File: src/rtl/mem_access_pkg.sv
// mem_access_pkg: size encodings, controller states and defaults shared by the memory access path.
package mem_access_pkg;
    localparam logic [1:0] SZ_BYTE = 2'b00;
    localparam logic [1:0] SZ_HALF = 2'b01;
    localparam logic [1:0] SZ_WORD = 2'b10;
    localparam int unsigned TIMEOUT_CYCLES_DEF = 15;
    typedef enum logic [1:0] {IDLE, ACCESS, RELEASE, FINISH} state_t;
    // The reserved size 2'b11 is handled as a word, so only SIZE[1] matters above halfword.
    function automatic logic misaligned(input logic [1:0] size, input logic [1:0] lo);
        return (size == SZ_HALF) ? lo[0] : (size[1] ? |lo : 1'b0);
    endfunction
endpackage

File: src/rtl/mem_access_ctrl_if.sv
// mem_access_ctrl_if: word-wide RAM bus with the MFA/MOC handshake.
interface mem_access_ctrl_if;
    logic        MEM_MFA;
    logic        MEM_RW;
    logic [31:0] MEM_ADDR;
    logic [31:0] MEM_WDATA;
    logic [3:0]  MEM_BE;
    logic [31:0] MEM_RDATA;
    logic        MEM_MOC;
    modport master(output MEM_MFA, MEM_RW, MEM_ADDR, MEM_WDATA, MEM_BE, input MEM_RDATA, MEM_MOC);
    modport slave(input MEM_MFA, MEM_RW, MEM_ADDR, MEM_WDATA, MEM_BE, output MEM_RDATA, MEM_MOC);
endinterface

File: src/rtl/mem_lane_extract.sv
// mem_lane_extract: selects the addressed byte/halfword lane of a memory word and extends it to 32 bits.
module mem_lane_extract
    import mem_access_pkg::*;
(
    input  logic [31:0] word,
    input  logic [1:0]  lo,
    input  logic [1:0]  size,
    input  logic        sgn,
    output logic [31:0] result
);
    logic [7:0]  byte_sel;
    logic [15:0] half_sel;
    assign byte_sel = word[{lo, 3'b000} +: 8];
    assign half_sel = lo[1] ? word[31:16] : word[15:0];
    assign result = (size == SZ_BYTE) ? {{24{sgn & byte_sel[7]}}, byte_sel} :
                    (size == SZ_HALF) ? {{16{sgn & half_sel[15]}}, half_sel} : word;
endmodule

File: src/rtl/mem_access_ctrl.sv
// mem_access_ctrl: turns a START strobe into an MFA/MOC memory cycle with sizing, lane steering,
// sign extension, MDR load pulse and misalignment/timeout reporting.
module mem_access_ctrl
    import mem_access_pkg::*;
#(
    parameter int unsigned TIMEOUT_CYCLES = TIMEOUT_CYCLES_DEF
) (
    input  logic               CLK,
    input  logic               RESET,
    input  logic               START,
    input  logic               RW,
    input  logic [1:0]         SIZE,
    input  logic               SIGNED,
    input  logic [31:0]        ADDR,
    input  logic [31:0]        WDATA,
    mem_access_ctrl_if.master  mem,
    output logic [31:0]        RDATA,
    output logic               MDR_LOAD,
    output logic               BUSY,
    output logic               DONE,
    output logic               ALIGN_ERR,
    output logic               TIMEOUT_ERR
);
    state_t      state_q, state_d;
    logic [31:0] cnt_q, cnt_d, cnt_inc;
    logic [1:0]  size_q, size_d, lo_q, lo_d;
    logic        sgn_q, sgn_d;
    logic [31:0] rbuf_q, rbuf_d, rdata_q, rdata_d, ext;
    logic        rw_q, rw_d, mfa_q, mfa_d, busy_q, busy_d;
    logic [31:0] addr_q, addr_d, wdata_q, wdata_d, wsteer;
    logic [3:0]  be_q, be_d, wbe;
    logic        mdr_q, mdr_d, done_q, done_d, aerr_q, aerr_d, terr_q, terr_d;

    mem_lane_extract u_extract (.word(rbuf_q), .lo(lo_q), .size(size_q), .sgn(sgn_q), .result(ext));

    assign wsteer = (SIZE == SZ_BYTE) ? {4{WDATA[7:0]}} : (SIZE == SZ_HALF) ? {2{WDATA[15:0]}} : WDATA;
    assign wbe = RW ? 4'hf : (SIZE == SZ_BYTE) ? 4'b0001 << ADDR[1:0] :
                 (SIZE == SZ_HALF) ? (ADDR[1] ? 4'b1100 : 4'b0011) : 4'hf;
    assign cnt_inc = cnt_q + 32'd1;

    always_comb begin
        state_d = state_q;
        cnt_d   = cnt_q;
        size_d  = size_q;
        lo_d    = lo_q;
        sgn_d   = sgn_q;
        rbuf_d  = rbuf_q;
        rdata_d = rdata_q;
        rw_d    = rw_q;
        addr_d  = addr_q;
        wdata_d = wdata_q;
        be_d    = be_q;
        mdr_d   = 1'b0;
        done_d  = 1'b0;
        aerr_d  = 1'b0;
        terr_d  = 1'b0;
        case (state_q)
            IDLE: if (START) begin
                if (misaligned(SIZE, ADDR[1:0])) aerr_d = 1'b1;
                else begin
                    state_d = ACCESS;
                    cnt_d   = 32'd0;
                    size_d  = SIZE;
                    lo_d    = ADDR[1:0];
                    sgn_d   = SIGNED;
                    rw_d    = RW;
                    addr_d  = {ADDR[31:2], 2'b00};
                    wdata_d = wsteer;
                    be_d    = wbe;
                end
            end
            ACCESS: if (mem.MEM_MOC) begin
                rbuf_d  = mem.MEM_RDATA;
                state_d = RELEASE;
            end else begin
                cnt_d = cnt_inc;
                if (TIMEOUT_CYCLES != 0 && cnt_inc == TIMEOUT_CYCLES) begin
                    terr_d  = 1'b1;
                    state_d = IDLE;
                end
            end
            RELEASE: if (!mem.MEM_MOC) begin
                state_d = FINISH;
                done_d  = 1'b1;
                mdr_d   = rw_q;
                rdata_d = rw_q ? ext : rdata_q;
            end
            default: state_d = IDLE;
        endcase
        // Handshake and status flops look one state ahead so they change on the same edge as the state.
        mfa_d  = state_d == ACCESS;
        busy_d = state_d != IDLE;
    end

    always_ff @(posedge CLK) begin
        if (RESET) begin
            state_q <= IDLE;
            cnt_q   <= '0;
            size_q  <= SZ_WORD;
            lo_q    <= '0;
            sgn_q   <= 1'b0;
            rbuf_q  <= '0;
            rdata_q <= '0;
            rw_q    <= 1'b1;
            addr_q  <= '0;
            wdata_q <= '0;
            be_q    <= '0;
            mfa_q   <= 1'b0;
            busy_q  <= 1'b0;
            mdr_q   <= 1'b0;
            done_q  <= 1'b0;
            aerr_q  <= 1'b0;
            terr_q  <= 1'b0;
        end else begin
            state_q <= state_d;
            cnt_q   <= cnt_d;
            size_q  <= size_d;
            lo_q    <= lo_d;
            sgn_q   <= sgn_d;
            rbuf_q  <= rbuf_d;
            rdata_q <= rdata_d;
            rw_q    <= rw_d;
            addr_q  <= addr_d;
            wdata_q <= wdata_d;
            be_q    <= be_d;
            mfa_q   <= mfa_d;
            busy_q  <= busy_d;
            mdr_q   <= mdr_d;
            done_q  <= done_d;
            aerr_q  <= aerr_d;
            terr_q  <= terr_d;
        end
    end

    assign mem.MEM_MFA   = mfa_q;
    assign mem.MEM_RW    = rw_q;
    assign mem.MEM_ADDR  = addr_q;
    assign mem.MEM_WDATA = wdata_q;
    assign mem.MEM_BE    = be_q;
    assign RDATA         = rdata_q;
    assign MDR_LOAD      = mdr_q;
    assign BUSY          = busy_q;
    assign DONE          = done_q;
    assign ALIGN_ERR     = aerr_q;
    assign TIMEOUT_ERR   = terr_q;
endmodule

File: src/flat_wrapper.sv
// flat-port wrapper written by rule: the top's interface ports become plain ports
module mem_access_ctrl_flat import mem_access_pkg::*;
#(
    parameter int unsigned TIMEOUT_CYCLES = TIMEOUT_CYCLES_DEF
)
  (CLK, RESET, START, RW, SIZE, SIGNED, ADDR, WDATA, RDATA, MDR_LOAD, BUSY, DONE, ALIGN_ERR, TIMEOUT_ERR, mem_MEM_MFA, mem_MEM_RW, mem_MEM_ADDR, mem_MEM_WDATA, mem_MEM_BE, mem_MEM_RDATA, mem_MEM_MOC);
  mem_access_ctrl_if mem_i ();
  input  logic CLK;
  input  logic RESET;
  input  logic START;
  input  logic RW;
  input  logic [1:0] SIZE;
  input  logic SIGNED;
  input  logic [31:0] ADDR;
  input  logic [31:0] WDATA;
  output logic [31:0] RDATA;
  output logic MDR_LOAD;
  output logic BUSY;
  output logic DONE;
  output logic ALIGN_ERR;
  output logic TIMEOUT_ERR;
  output wire logic [$bits(mem_i.MEM_MFA)-1:0] mem_MEM_MFA;
  output wire logic [$bits(mem_i.MEM_RW)-1:0] mem_MEM_RW;
  output wire logic [$bits(mem_i.MEM_ADDR)-1:0] mem_MEM_ADDR;
  output wire logic [$bits(mem_i.MEM_WDATA)-1:0] mem_MEM_WDATA;
  output wire logic [$bits(mem_i.MEM_BE)-1:0] mem_MEM_BE;
  input wire logic [$bits(mem_i.MEM_RDATA)-1:0] mem_MEM_RDATA;
  input wire logic [$bits(mem_i.MEM_MOC)-1:0] mem_MEM_MOC;
  assign mem_MEM_MFA = mem_i.MEM_MFA;
  assign mem_MEM_RW = mem_i.MEM_RW;
  assign mem_MEM_ADDR = mem_i.MEM_ADDR;
  assign mem_MEM_WDATA = mem_i.MEM_WDATA;
  assign mem_MEM_BE = mem_i.MEM_BE;
  assign mem_i.MEM_RDATA = mem_MEM_RDATA;
  assign mem_i.MEM_MOC = mem_MEM_MOC;
  mem_access_ctrl #(.TIMEOUT_CYCLES(TIMEOUT_CYCLES)) u_core (.CLK(CLK), .RESET(RESET), .START(START), .RW(RW), .SIZE(SIZE), .SIGNED(SIGNED), .ADDR(ADDR), .WDATA(WDATA), .mem(mem_i), .RDATA(RDATA), .MDR_LOAD(MDR_LOAD), .BUSY(BUSY), .DONE(DONE), .ALIGN_ERR(ALIGN_ERR), .TIMEOUT_ERR(TIMEOUT_ERR));
endmodule
File: config.mk
export PLATFORM = sky130hd
export DESIGN_NAME = mem_access_ctrl_flat
export DESIGN_NICKNAME = d
export VERILOG_FILES = /design/src/rtl/mem_access_pkg.sv /design/src/rtl/mem_access_ctrl_if.sv /design/src/rtl/mem_lane_extract.sv /design/src/rtl/mem_access_ctrl.sv /design/src/flat_wrapper.sv
export SDC_FILE = /design/constraint.sdc
export NUM_CORES = 1
export LEC_CHECK = 0
export CAP_MARGIN = 15
export CORE_MARGIN = 2
export CORE_UTILIZATION = 40
export CTS_CLUSTER_SIZE = 10
export DETAILED_ROUTE_END_ITERATION = 7
export MAX_ROUTING_LAYER = met4
export PLACE_DENSITY_LB_ADDON = 0.08
export SLEW_MARGIN = 15
export SYNTH_ARGS = -nofsm -noshare
export SYNTH_HDL_FRONTEND = slang
export SYNTH_SLANG_ARGS = --single-unit
File: constraint.sdc
create_clock -name CLK -period 5.7 [get_ports CLK]
set_input_delay 1.14 -clock CLK [delete_from_list [all_inputs] [get_ports CLK]]
set_output_delay 1.14 -clock CLK [all_outputs]
set_load 0.005 [all_outputs]
# Yosys cells after proc, flatten, opt, wreduce, memory -nomap -nowiden
# Index checks and enable logic that the tools add are counted.
dict set report totals {
  out_inout_bits 107
  inputBits 104
  elab_cells 75
  regBits 176
}
dict set report classes {
  eq_ne 9
  n_addsub 1
  n_mux 24
  shift 2
  bitwise 8
  reduce_logical 14
}
# cell count
set ops {}
lappend ops {{32-bit 2-to-1 mux} 7}
lappend ops {{32-bit one-hot mux with 2 select lines} 1}
lappend ops {{32-bit by 1-bit adder with 32-bit output, second input constant} 1}
lappend ops {{32-bit by 4-bit equality test with 1-bit output, second input constant} 1}
lappend ops {{32-bit by 6-bit indexed part select with 8-bit output} 1}
lappend ops {{16-bit 2-to-1 mux} 1}
lappend ops {{4-bit 2-to-1 mux} 4}
lappend ops {{2-bit 2-to-1 mux} 5}
lappend ops {{3-bit OR reduction} 3}
lappend ops {{2-bit by 1-bit equality test with 1-bit output, second input constant} 4}
lappend ops {{2-bit logical NOT} 3}
lappend ops {{2-bit inequality test, second input constant} 3}
lappend ops {{1-bit NOT} 6}
lappend ops {{2-bit one-hot mux with 3 select lines} 1}
lappend ops {{3-bit AND reduction} 2}
lappend ops {{1-bit 2-to-1 mux} 5}
lappend ops {{4-bit AND reduction} 1}
lappend ops {{2-bit nonzero test} 2}
lappend ops {{2-bit OR reduction} 2}
lappend ops {{1-bit by 2-bit left shift with 4-bit output, first input constant} 1}
lappend ops {{1-bit bitwise AND} 2}
lappend ops {{2-bit equality test, second input constant} 1}
lappend ops {{2-bit AND reduction} 1}

# Depth between registers and ports, before layout
dict set report depth {
  word_depth 7
  mapped_depth 10
  depth_no_buf 9
}

# By module
# A second synthesis with hierarchy kept.
dict set report unflattened {
  cells_unflattened 1107
  hier_area_um2 8513.2
}
# mod instances seq_area_each_um2 area_each_um2 cells_per_inst
set modules_own_cells {}
lappend modules_own_cells {mem_access_ctrl 1 3523.4 7573.5 972}
lappend modules_own_cells {mem_lane_extract 1 0.0 939.7 135}

# Least setup slack after synthesis
# No wires, ideal clock.
dict set report synth_path {
  kind {input -> register}
  from {input SIZE[1]}
  to {register u_core.wdata_q[16] (netlist: u_core.mem.MEM_WDATA[16])}
  required_ps 5563
  path_buffers 3
  setup_time_ps 137
  stages 7
  setup_slack_ps 2796
  arrival_ps 2767
  path_cell_list {clkbuf_1 a21oi_1 o21ai_0 nor3_1 clkbuf_1 buf_1 a211oi_1}
}
dict set report synth_between {
  elab_chain_len 4
  elab_cells_between_ends 8
}
# item line_no
set synth_lines {}
lappend synth_lines {{from (decl)} flat_wrapper.sv:12} ;# input logic [1:0] SIZE;
lappend synth_lines {{2-bit by 1-bit equality test with 1-bit output or 1-bit 2-to-1 mux (tied branches)} {mem_access_pkg.sv:10, mem_access_ctrl.sv:36}}
lappend synth_lines {{1-bit 2-to-1 mux} mem_access_pkg.sv:10} ;# return (size == SZ_HALF) ? lo[0] : (size[1] ? |lo : 1'b0);
lappend synth_lines {{1-bit NOT (no source line)} --}
lappend synth_lines {{3-bit AND reduction (no source line)} --}
lappend synth_lines {{to (signal assigned)} mem_access_ctrl.sv:124} ;# wdata_q <= wdata_d;
lappend synth_lines {{to (decl)} mem_access_ctrl.sv:30} ;# logic [31:0] addr_q, addr_d, wdata_q, wdata_d, wsteer;
# Several ways; a longest one is shown, not always the timed one.
# A chain may end at the register's enable or synchronous reset.

# Worst setup path in the final report
dict set report layout_path {
  from {input mem_MEM_MOC}
  to {register u_core.rdata_q[26] (netlist: u_core.RDATA[26])}
}
dict set report layout_between {
  elab_chain_len 2
}
# item line_no
set layout_lines {}
lappend layout_lines {{from (decl)} flat_wrapper.sv:28} ;# input wire logic [$bits(mem_i.MEM_MOC)-1:0] mem_MEM_MOC;
lappend layout_lines {{1-bit NOT (no source line)} --}
lappend layout_lines {{3-bit AND reduction (no source line)} --}
lappend layout_lines {{to (signal assigned)} mem_access_ctrl.sv:121} ;# rdata_q <= rdata_d;
lappend layout_lines {{to (decl)} mem_access_ctrl.sv:28} ;# logic [31:0] rbuf_q, rbuf_d, rdata_q, rdata_d, ext;
# No other way between the ends.

==> impl_results.md <==
* Status: complete, no violations
* Max-slew headroom at 0.309
* Setup TNS at 0 ns
* Area share of the largest cell type after synthesis at 0.431
* WP data required at 6.00 ns
* Pwr/cell area at 263 nW/um^2
* M1 wire length at 10900 um
* Post-synth cell types at 64
* Die area at 21600 um^2
* Clock Latency Late Sink at 0.44 ns
* Worst Max-Slew Pin Slew at 1.04 ns
* Wire length of the first global-routing pass at 37700 um
* Fmax at 288 MHz
* Root Driver: clkbuf_16
* HP Class: flop to flop
* H-tree depth at 4
* Area of placed instances at 10300 um^2
* Routed len/inst at 16.1 um
* Post-Route Skew at 0.0132 ns
* Unrepaired setup endpoints after global routing: no
* Crit path launch type: input pin
* Final slew viol count at 0
* Worst-path clk slew at 0.08 ns
* Period minus WS final at 3.48 ns
* Uppermost layer routed: met4
* Largest net degree at the start of global routing at 96
* CTS tree: yes
* Final setup violation count at 0
* Area contributors post-synth: dfxtp_1 (43%), nand2_1 (11%), a21oi_1 (8.4%)
* Overall power at 2.86 mW
* Cts bufs inserted at 17
* Nets at 1297
* DRT iter0 DRCs at 439
* Design area at 10900 um^2
* Final Hold Viols at 0
* Iteration count of the initial detailed-routing pass at 6
* Routed Antenna Nets at 0
* DRC at 0
* Total GRT Usage at 0.224
* Syn Inst Count at 1045
* Ys Warns at 0
* DR WL met2 at 11100 um
* Setup CP Type: input pin to flop
* Syn Std Cell Area at 8180 um^2
* DPL Wire Length at 15900 um
* Yosys reg bits at 176
* Vias in the first global route at 6942
* Sequential fraction of the synthesis area at 0.431
* Clock Sinks at 176
* Vias per cell at 5.25
* IO Pins at 211
* Core Area at 20200 um^2
* # Max-Cap Violations at 0
* WHS at 0.454 ns
* Worst Setup Slack, final at 2.22 ns
* Post_cts resized at 0
* Leak at 3.72 nW
* Synth async-reset ratio at 0
* # hold bufs at CTS at 0
* Port buffer count at 208
* Post-synth top area cell: dfxtp_1
* Share of cells above drive strength 1 at 0.0681
* Number of flops mapped to enable cells by yosys at 0
* Met3 WL at 1050 um
* Final WL at 23700 um
* Die Wd at 147 um
* Syn Area/Cell at 7.83 um^2
* Layout area overhead at 32.6%
* Std cell rows at 52
* Setup Fix Bufs, Post-CTS at 0
* Gr ovfl total at 0
* Crit. End Element: flop
* Post-synth top flop: dfxtp_1
* Pre-CTS setup slack at 1.76 ns
* Period utilization at 0.610
* Final GP Congestion at 0.803
* Vias at 7737
* Initial Utilization at 0.406
* Chip Height at 147 um
* WP data arrival at 3.78 ns
* CTS Buffer Depth at 2
* Maximum VDD drop at 0.190 mV
* Initial antenna violation count at 1
* Crit path max fanout at 12
==> worst paths after layout <==
| kind | startpoint | endpoint | slack (ns) | depth (start not counted) |
|---|---|---|---|---|
| max | mem_MEM_MOC | u_core.RDATA[26]$_SDFFE_PP0P_ | 2.22 | 8 |
| max reg2reg | u_core.lo_q[0]$_SDFFE_PP0P_ | u_core.RDATA[26]$_SDFFE_PP0P_ | 2.60 | 6 |
| min | u_core.mem.MEM_ADDR[2]$_SDFFE_PP0P_ | u_core.mem.MEM_ADDR[2]$_SDFFE_PP0P_ | 0.45 | 2 |
| min reg2reg | u_core.mem.MEM_ADDR[2]$_SDFFE_PP0P_ | u_core.mem.MEM_ADDR[2]$_SDFFE_PP0P_ | 0.45 | 2 |
==> cells in the final DEF, fill, tap and decap left out, types with 3 or more instances in the layout <==
| master | n |
|---|---|
| a211oi_1 | 22 |
| a21oi_1 | 138 |
| a311oi_1 | 18 |
| a31oi_1 | 5 |
| and2_1 | 4 |
| and4_1 | 5 |
| buf_4 | 10 |
| clkbuf_16 | 17 |
| clkdlybuf4s50_1 | 207 |
| clkinv_8 | 3 |
| dfxtp_1 | 176 |
| inv_1 | 10 |
| inv_8 | 6 |
| mux2_2 | 8 |
| mux2i_1 | 25 |
| mux4_2 | 8 |
| nand2_1 | 234 |
| nand2b_1 | 5 |
| nand3_1 | 14 |
| nand3_2 | 3 |
| nand3b_1 | 5 |
| nand4_1 | 15 |
| nor2_1 | 95 |
| nor3_1 | 36 |
| nor4_1 | 11 |
| o211ai_1 | 8 |
| o21a_1 | 3 |
| o21ai_0 | 42 |
| o31ai_1 | 3 |
| or2_2 | 3 |
| or3_1 | 4 |
| or4_1 | 6 |
| xnor2_1 | 7 |
==> metal layers <==
layer	vias to the layer above	global-route usage
met4	0	0.0856
met5	-	-
met2	209	0.341
met1	3554	0.297
met3	39	0.0407
li1	3935	-
==> synthesized netlist by cell type (all sizes together) (9+ instances only) <==
cell,n
a211oi,22
a21oi,138
a311oi,18
buf,21
clkbuf,70
dfxtp,176
inv,10
mux2i,25
nand2,234
nand3,17
nand4,16
nor2,96
nor3,38
nor4,13
o21ai,44
or4,9
==> worst max-delay path, stage by stage <==
cell and delay (ns):
clkdlybuf4s50_1 0.56, nor2_1 0.19, nand2_1 0.24, a31oi_1 0.73, o21ai_1 0.39, buf_4 0.30, a21oi_1 0.15, nor3_1 0.07
==> per-stage QoR <==
step,instances,utilization
after global routing,1475,0.538
after floorplan,1046,-
final,1475,0.538
after CTS,1474,0.538
after detailed placement,1442,0.509
after global placement,1442,0.509
==> area by class of cell <==
cell class,instances,area (um^2)
clock inverters,15,163
well taps,270,338
fillers,2026,9310
clock buffers,17,425
inverters,10,37.5
repair buffers,218,2160
flip-flops and latches,176,3520
multi-input cells,768,4210
diodes,1,2.50
==> state kept, by name (all words and copies together) (netlist names), 2 cells and up <==
register and flops:
u_core.state_q 2, u_core.lo_q 2, u_core.mem.MEM_BE 4, u_core.mem.MEM_ADDR 30
u_core.size_q 2, u_core.mem.MEM_WDATA 32, u_core.rbuf_q 32, u_core.cnt_q 32
u_core.RDATA 32
==> power breakdown <==
group	switching, mW	internal [mW]
Sequential	0.0391	1.28
Clock	0.577	0.589
Combinational	0.178	0.193
Total	0.794	2.06
==> cell families (layout without fill, tap and decap cells) <==
family                   after synthesis  after routing  synth area share
buffers and inverters                102            260            0.0569
AND/OR/NAND/NOR                      462            462             0.256
adder cells (fa/ha/maj)                2              2           0.00306
AO/OA/AOI/OAI                        252            252             0.180
other                                  1              3          0.000458
XOR/XNOR                               9              9           0.00963
multiplexers                          41             41            0.0636
flip-flops                           176            176             0.431
No activity file was read; power rests on OpenSTA's default activity.
